**config.mk**
```make
export PLATFORM = sky130hd
export DESIGN_NAME = cam_pattern_gen
export DESIGN_NICKNAME = d
export VERILOG_FILES = /design/src/rtl/cam_pattern_gen.sv
export SDC_FILE = /design/constraint.sdc
export NUM_CORES = 1
export LEC_CHECK = 0
export ABC_AREA = 1
export CAP_MARGIN = 20
export CORE_AREA = 2 2 116 107
export DETAILED_ROUTE_END_ITERATION = 8
export DIE_AREA = 0 0 118 109
export PLACE_DENSITY = 0.68
export SLEW_MARGIN = 20
export SYNTH_ARGS = -nofsm -noshare
export SYNTH_HDL_FRONTEND = slang
export SYNTH_SLANG_ARGS = --single-unit
```
**constraint.sdc**
```tcl
create_clock -name PCLKI -period 5.09 [get_ports PCLKI]
set_input_delay 0.7635 -clock PCLKI [delete_from_list [all_inputs] [get_ports PCLKI]]
set_output_delay 0.7635 -clock PCLKI [all_outputs]
set_load 0.01 [all_outputs]
```
**src/rtl/cam_pattern_gen.sv**
```systemverilog
// Camera-style test pattern source: VSYNC/HREF framing with a byte ramp or an
// MSB-first serialized 32-bit word counter on DATA_o.
module cam_pattern_gen #(
  parameter int H_ACTIVE = 640,
  parameter int H_BLANK  = 144,
  parameter int V_ACTIVE = 480,
  parameter int VF_CYC   = 16,
  parameter int VB_CYC   = 16,
  parameter int FCW      = 16
) (
  input  logic           PCLKI,
  input  logic           WBs_RST_i,
  input  logic           enable_i,
  input  logic           mode_i,
  output logic           VSYNC_o,
  output logic           HREF_o,
  output logic [7:0]     DATA_o,
  output logic           busy_o,
  output logic [FCW-1:0] frame_cnt_o
);

  localparam int M1   = (VF_CYC > H_ACTIVE) ? VF_CYC : H_ACTIVE;
  localparam int M2   = (H_BLANK > VB_CYC) ? H_BLANK : VB_CYC;
  localparam int CMAX = ((M1 > M2) ? M1 : M2) - 1;
  localparam int CW   = (CMAX > 0) ? $clog2(CMAX + 1) : 1;
  localparam int LW   = (V_ACTIVE > 1) ? $clog2(V_ACTIVE + 1) : 1;

  localparam logic [CW-1:0] VF_LAST = CW'(VF_CYC - 1);
  localparam logic [CW-1:0] HA_LAST = CW'(H_ACTIVE - 1);
  localparam logic [CW-1:0] HB_LAST = CW'(H_BLANK - 1);
  localparam logic [CW-1:0] VB_LAST = CW'(VB_CYC - 1);
  localparam logic [LW-1:0] LN_LAST = LW'(V_ACTIVE - 1);

  typedef enum logic [2:0] {
    S_IDLE, S_VFRONT, S_ACTIVE, S_HBLANK, S_VBACK
  } state_t;

  state_t          r_state;
  state_t          w_nxt;
  logic [CW-1:0]   r_cyc;
  logic [LW-1:0]   r_line;
  logic            r_mode;
  logic [7:0]      r_bcnt;
  logic [31:0]     r_word;
  logic [1:0]      r_phase;
  logic [7:0]      w_wbyte;
  logic [7:0]      w_byte;
  logic            w_frame_start;
  logic            w_frame_end;
  logic            w_line_end;

  always_comb begin
    w_nxt = r_state;
    case (r_state)
      S_IDLE:   if (enable_i) w_nxt = S_VFRONT;
      S_VFRONT: if (r_cyc == VF_LAST) w_nxt = S_ACTIVE;
      S_ACTIVE: if (r_cyc == HA_LAST) w_nxt = S_HBLANK;
      S_HBLANK: if (r_cyc == HB_LAST) w_nxt = (r_line == LN_LAST) ? S_VBACK : S_ACTIVE;
      S_VBACK:  if (r_cyc == VB_LAST) w_nxt = enable_i ? S_VFRONT : S_IDLE;
      default:  w_nxt = S_IDLE;
    endcase
  end

  assign w_frame_start = (w_nxt == S_VFRONT) && (r_state != S_VFRONT);
  assign w_frame_end   = (r_state == S_VBACK) && (r_cyc == VB_LAST);
  assign w_line_end    = (r_state == S_HBLANK) && (r_cyc == HB_LAST);

  always_comb begin
    w_wbyte = '0;
    case (r_phase)
      2'd0:    w_wbyte = r_word[31:24];
      2'd1:    w_wbyte = r_word[23:16];
      2'd2:    w_wbyte = r_word[15:8];
      default: w_wbyte = r_word[7:0];
    endcase
  end

  assign w_byte = r_mode ? w_wbyte : r_bcnt;

  // Outputs are registered from the next state so they line up with r_state.
  always_ff @(posedge PCLKI or posedge WBs_RST_i) begin
    if (WBs_RST_i) begin
      r_state     <= S_IDLE;
      r_cyc       <= '0;
      r_line      <= '0;
      r_mode      <= 1'b0;
      r_bcnt      <= '0;
      r_word      <= '0;
      r_phase     <= '0;
      VSYNC_o     <= 1'b0;
      HREF_o      <= 1'b0;
      DATA_o      <= '0;
      busy_o      <= 1'b0;
      frame_cnt_o <= '0;
    end else begin
      r_state <= w_nxt;
      if ((w_nxt != r_state) || (r_state == S_IDLE)) r_cyc <= '0;
      else                                           r_cyc <= r_cyc + CW'(1);

      if (w_frame_start) begin
        r_mode  <= mode_i;
        r_line  <= '0;
        r_bcnt  <= '0;
        r_word  <= '0;
        r_phase <= '0;
      end else begin
        if (w_line_end) r_line <= r_line + LW'(1);
        if (w_nxt == S_ACTIVE) begin
          if (r_mode) begin
            r_phase <= r_phase + 2'd1;
            if (r_phase == 2'd3) r_word <= r_word + 32'd1;
          end else begin
            r_bcnt <= r_bcnt + 8'd1;
          end
        end
      end

      VSYNC_o <= (w_nxt == S_ACTIVE) || (w_nxt == S_HBLANK);
      HREF_o  <= (w_nxt == S_ACTIVE);
      DATA_o  <= (w_nxt == S_ACTIVE) ? w_byte : 8'h00;
      busy_o  <= (w_nxt != S_IDLE);
      if (w_frame_end) frame_cnt_o <= frame_cnt_o + FCW'(1);
    end
  end

endmodule

```
# Yosys cells after proc, flatten, opt, wreduce, memory -nomap -nowiden
# Cells that the tools add are included.
# Widths: inputs -> output; s select.
# totals
latch_bits	0
inputBits	4
wordCells	74
rom_bits	0
mem_bits_rw	0
reg_bits	92
memories	0
output_inout_bits	27
# classes
mux	24
n_mul	0
eq_ne	17
bitwise	0
n_lt_le_gt_ge	0
add_sub_neg	6
shift	0
reduce_logical	15
n_div	0
# ops
cell	n
$mux 32	4
$mux 8	5
$add 32x1->32 const B	1
$pmux 8 s3	1
$mux 3	6
$mux 9	2
$add 16x1->16 const B	1
$pmux 3 s5	1
$eq 3x2->1 const B	4
$add 10x1->10 const B	1
$eq 10x10->1 const B	1
$eq 10x4->1 const B	1
$eq 10x8->1 const B	1
$mux 10	1
$add 9x1->9 const B	1
$eq 9x9->1 const B	1
$add 8x1->8 const B	1
$reduce_bool 2->1	4
$eq 3x1->1 const B	2
$mux 2	3
$eq 2x2->1 const B	2
$reduce_and 2->1	2
$eq 3x3->1 const B	1
$logic_and 1x1->1	3
other kinds (11)	12

# Logic depth before layout (Yosys ltp)
# logic_depth
ltp_word	8
mapped_depth	14
ltp_nobuf	13

# Least setup slack after synthesis
# No wires, ideal clock.
# synth_path
kind	reg-to-reg
startpoint	register r_cyc[0]
endpoint	register r_word[0]
setup_ns	0.117
t_required_ns	4.973
arrival_ns	1.650
stages_incl_launch_ff	15
period_less_slack_ns	1.767
slack_ns	3.323
n_path_buf	1
path_cell_list	dfrtp_1 ha_1 nand2_1 nor2_2 nand2_1 nor2_1 nand2_1 inv_1 nor2_4 nand3_4 nand2_4 nand2_4 buf_6 nand2_1 nand2_1
# synth_via
elab_chain_len	7
word_cells_on_any_way	16
classes_between	eq/ne (5); mux (6); reduce/logical (5)
# synth_lines
element	line	source
start: declaration	40	logic [CW-1:0] r_cyc;
start signal: assignment	98	else r_cyc <= r_cyc + CW'(1);
$eq 10x4->1, or another cell as far along	56, 59	
$mux 3, on equally long branches	--	
$pmux 3 s5 (*)	54	case (r_state)
$eq 3x1->1	64	assign w_frame_start = (w_nxt == S_VFRONT) && (r_state != S_VFRONT);
$logic_and 1x1->1	64	
$reduce_bool 2->1 (no source line)	--	
$reduce_and 3->1 (no source line)	--	
end signal: assignment	111	if (r_phase == 2'd3) r_word <= r_word + 32'd1;
end: declaration	44	logic [31:0] r_word;
# Every way passes the cells marked *; elsewhere a longest branch is shown, timed or not.
# A chain may end at the register's enable or synchronous reset.

# Worst setup path after layout
# layout_path
startpoint	register r_cyc[0]
endpoint	register r_bcnt[4]
# layout_via
elab_chain_len	7
word_cells_on_any_way	15
classes_between	eq/ne (6); mux (6); reduce/logical (3)
# layout_lines
element	line	source
$eq 10x4->1, or another cell as far along	56, 59	
$mux 3, on equally long branches	--	
$pmux 3 s5 (*)	54	
$eq 3x1->1	64	
$logic_and 1x1->1	64	
$ne 2x1->1 (no source line) or $reduce_bool 2->1 (tied branches)	--	
$reduce_and 2->1 (no source line)	--	
end signal: assignment	113	r_bcnt <= r_bcnt + 8'd1;
end: declaration	43	logic [7:0] r_bcnt;
# Marks and branches as above.

==> impl_metrics.ini <==
[status]
status = finished, final reports clean

[layout]
antennaDiodeCount = 0
finish.instance_area_um2 = 6390
area_growth_pct = 12.4
final_layout_size_suffix_gt1_frac = 0.0492
final_cells = 994
nFillCells = 1159
utilization = 0.544
multi_input_area_um2 = 2980
layout.nets = 842
seqCellArea_um2 = 2300

[place]
hpwlAfterDp_mm = 9.95
pre_cts_slack_ns = 2.02
gp_congestion = 0.946
dpl_cell_area_um2 = 6080
port_buffers = 30
place_inst = 978

[global_route]
grt_max_degree = 53
first_global_vias = 4853
grt_pass1_wl_mm = 23.9
grt_use_total = 0.229
antenna_found_initial = 0
overflow = 0

[die]
die_x_um = 118
start_util = 0.484
core_area_um2 = 11700
rows = 38
io_pins = 31
die_h_um = 109
die_area_um2 = 12900

[clocking]
cts_setup_buffers = 0
cts_tree = built
h-tree-depth = 3
cts_root_buffer = clkbuf_16
cts_max_path_buffers = 2
cts.repair.resized = 0
insertion_delay_ns = 0.35
cts.reportedPaths.clkPinSlew_ns = 0.07
clock-sinks = 92
numCtsBuffers = 9
cts_hold_buf = 0

[power_and_ir_drop]
power_mw = 2.27
leakagePower_nw = 3.01
p_per_area_nw_per_um2 = 356
vdd_drop_max_v = 0.000279

[worst_setup_path]
crit_chain = ha_1 -> nand2_1 -> nor2_2 -> nand4_1 -> nand2_1 -> nand2_4 -> inv_2 -> nor2_2 -> nand3_2 -> nand2_1 -> nand2_1 -> nand2_1
cp_slowest_cell = inv_2
worstSetupStartpointType = register
cp-end-kind = register
crit_top_cell = nand2_1
crit_fanout = 44
max_stage_delay_ns = 0.63
crit_type = register to register
worst-path-buf-inv = 1
arrival_ns = 3.04
cp_top_family = simple AND/OR/NAND/NOR gates
critical_path_required_ns = 5.33

[sta]
final-max-slew-violation-count = 0
fin_ws_ns = 2.29
finalHoldViolations = 0
setup_viol_count_final = 0
relSlewSlack = 0.488
worstMarginPinSlew_ns = 0.767
holdWs_ns = 0.465
fin_crit_sh = 0.550
finalSetupTns_ns = 0
rsz0062_at_grt = no
clock_skew_ns = 0.00643
max_freq_mhz = 357
layout_min_cycle_time_ns = 2.80

[route]
vias = 5254
first_pass_iters = 5
avgRoutedWirePerCell_um = 14.0
ant_nets = 0
drc = 0
finalWirelength_mm = 13.9
via_per_inst = 5.29
drtIter0Drc = 475

[synthesis]
ys_ff_latch = 92
synth_nets = 819
synthAdderAreaFrac = 0.0198
synth_top_family_by_area = simple AND/OR/NAND/NOR gates
synthArstFlopShare = 1.00
synth_cells = 806
syn-cell-area_um2 = 5680
synth_ff_type = dfrtp_1
synth_cell_types = 40
synthSimpleGateAreaFrac = 0.399
synth-edff-count = 0
ys_seq_area_frac = 0.405
yosys.area_share.xor_xnor = 0.0601
synth_compound_area_frac = 0.0452
synth.avg_cell_area_um2 = 7.05
synth_mux_area_frac = 0
yosysWarnings = 0

[flow_run]
maxCapViolCount = 0

[min_path]
hold_class = register to register
-- metal layers --
| metal | vias up | share of wire | track usage |
|---|---|---|---|
| met5 | - | 0 | 0 |
| met4 | 0 | 0.013 | 0.0594 |
| met3 | 17 | 0.067 | 0.0528 |
| met2 | 176 | 0.44 | 0.348 |
| met1 | 2462 | 0.48 | 0.332 |
| li1 | 2599 | - | - |
-- synth_stat cells (4+ instances only) --
library cell    n  area share
ha_1            9       0.020
xor2_1         29       0.045
buf_2           8      0.0071
nor3_1         21       0.019
a21oi_1         6      0.0053
nand4_1        11       0.012
clkbuf_1        6      0.0040
dfrtp_1        92        0.41
o21ai_0        21       0.019
nor2_1        128       0.085
inv_2           4      0.0026
nand3_1        85       0.075
nand2_1       262        0.17
inv_1          71       0.047
xnor2_1        10       0.015
-- sequential cells by signal, summed over array words and instances, names as in the netlist --
signal	flops
DATA_o	8
HREF_o	1
VSYNC_o	1
busy_o	1
frame_cnt_o	16
r_bcnt	8
r_cyc	10
r_line	9
r_mode	1
r_phase	2
r_state	3
r_word	32
-- layout by cell type, fill, tap and decap left out, types with 2 or more instances in the layout --
cell             Yosys  routed
inv_6                0       2
nor4_1               2       2
and3_1               2       2
nand3_4              2       2
nand2_2              2       2
clkbuf_16            0       9
clkinv_2             0       2
a21oi_1              6       6
a221oi_1             3       3
inv_2                4       4
nor2_4               2       2
buf_4                3       2
inv_1               71      70
a221o_1              2       2
nor2_2               3       3
nand4_1             11      11
xnor2_1             10      10
o21a_1               2       2
dfrtp_1             92      92
nor3b_1              2       2
clkdlybuf4s50_1      0      30
nor3_1              21      21
nand2_1            262     262
clkinv_4             0       2
o21ai_0             21      21
nand2_4              3       3
ha_1                 9       9
nand3_1             85      85
nor2_1             128     128
xor2_1              29      29
-- report_power, final --
part	internal [mW]	switching [mW]	total (mW)
Clock	0.399	0.304	0.702
Sequential	0.820	0.0915	0.911
Combinational	0.217	0.442	0.659
Total	1.43	0.838	2.27
-- final timing paths --
path,from,end,slack (ns),cells after the start
max in group asynchronous,WBs_RST_i,r_word[6]$_DFFE_PP0P_,3.14,3
min in group asynchronous,WBs_RST_i,frame_cnt_o[15]$_DFFE_PP0P_,0.84,2
setup reg to reg,r_cyc[0]$_DFF_PP0_,r_bcnt[4]$_DFFE_PP0P_,2.29,12
hold reg to reg,r_cyc[0]$_DFF_PP0_,r_cyc[0]$_DFF_PP0_,0.46,1
setup / recovery,r_cyc[0]$_DFF_PP0_,r_bcnt[4]$_DFFE_PP0P_,2.29,12
hold / removal,r_cyc[0]$_DFF_PP0_,r_cyc[0]$_DFF_PP0_,0.46,1
-- area by class of cell --
cell class	count	share of cell area
sequential	92	0.361
clock inverter	6	0.0110
timing repair buffer	32	0.0494
clock buffer	10	0.0374
tap	160	0.0313
inverter	75	0.0443
multi-input combinational	619	0.466
-- logic make-up after synthesis --
| kind of cell | count (synthesis) |
|---|---|
| compound gates | 41 |
| xor+xnor | 39 |
| fa+ha+maj | 9 |
| buf+inv | 95 |
| flops | 92 |
| simple gates | 530 |
No activity file was read; power rests on OpenSTA's default activity.
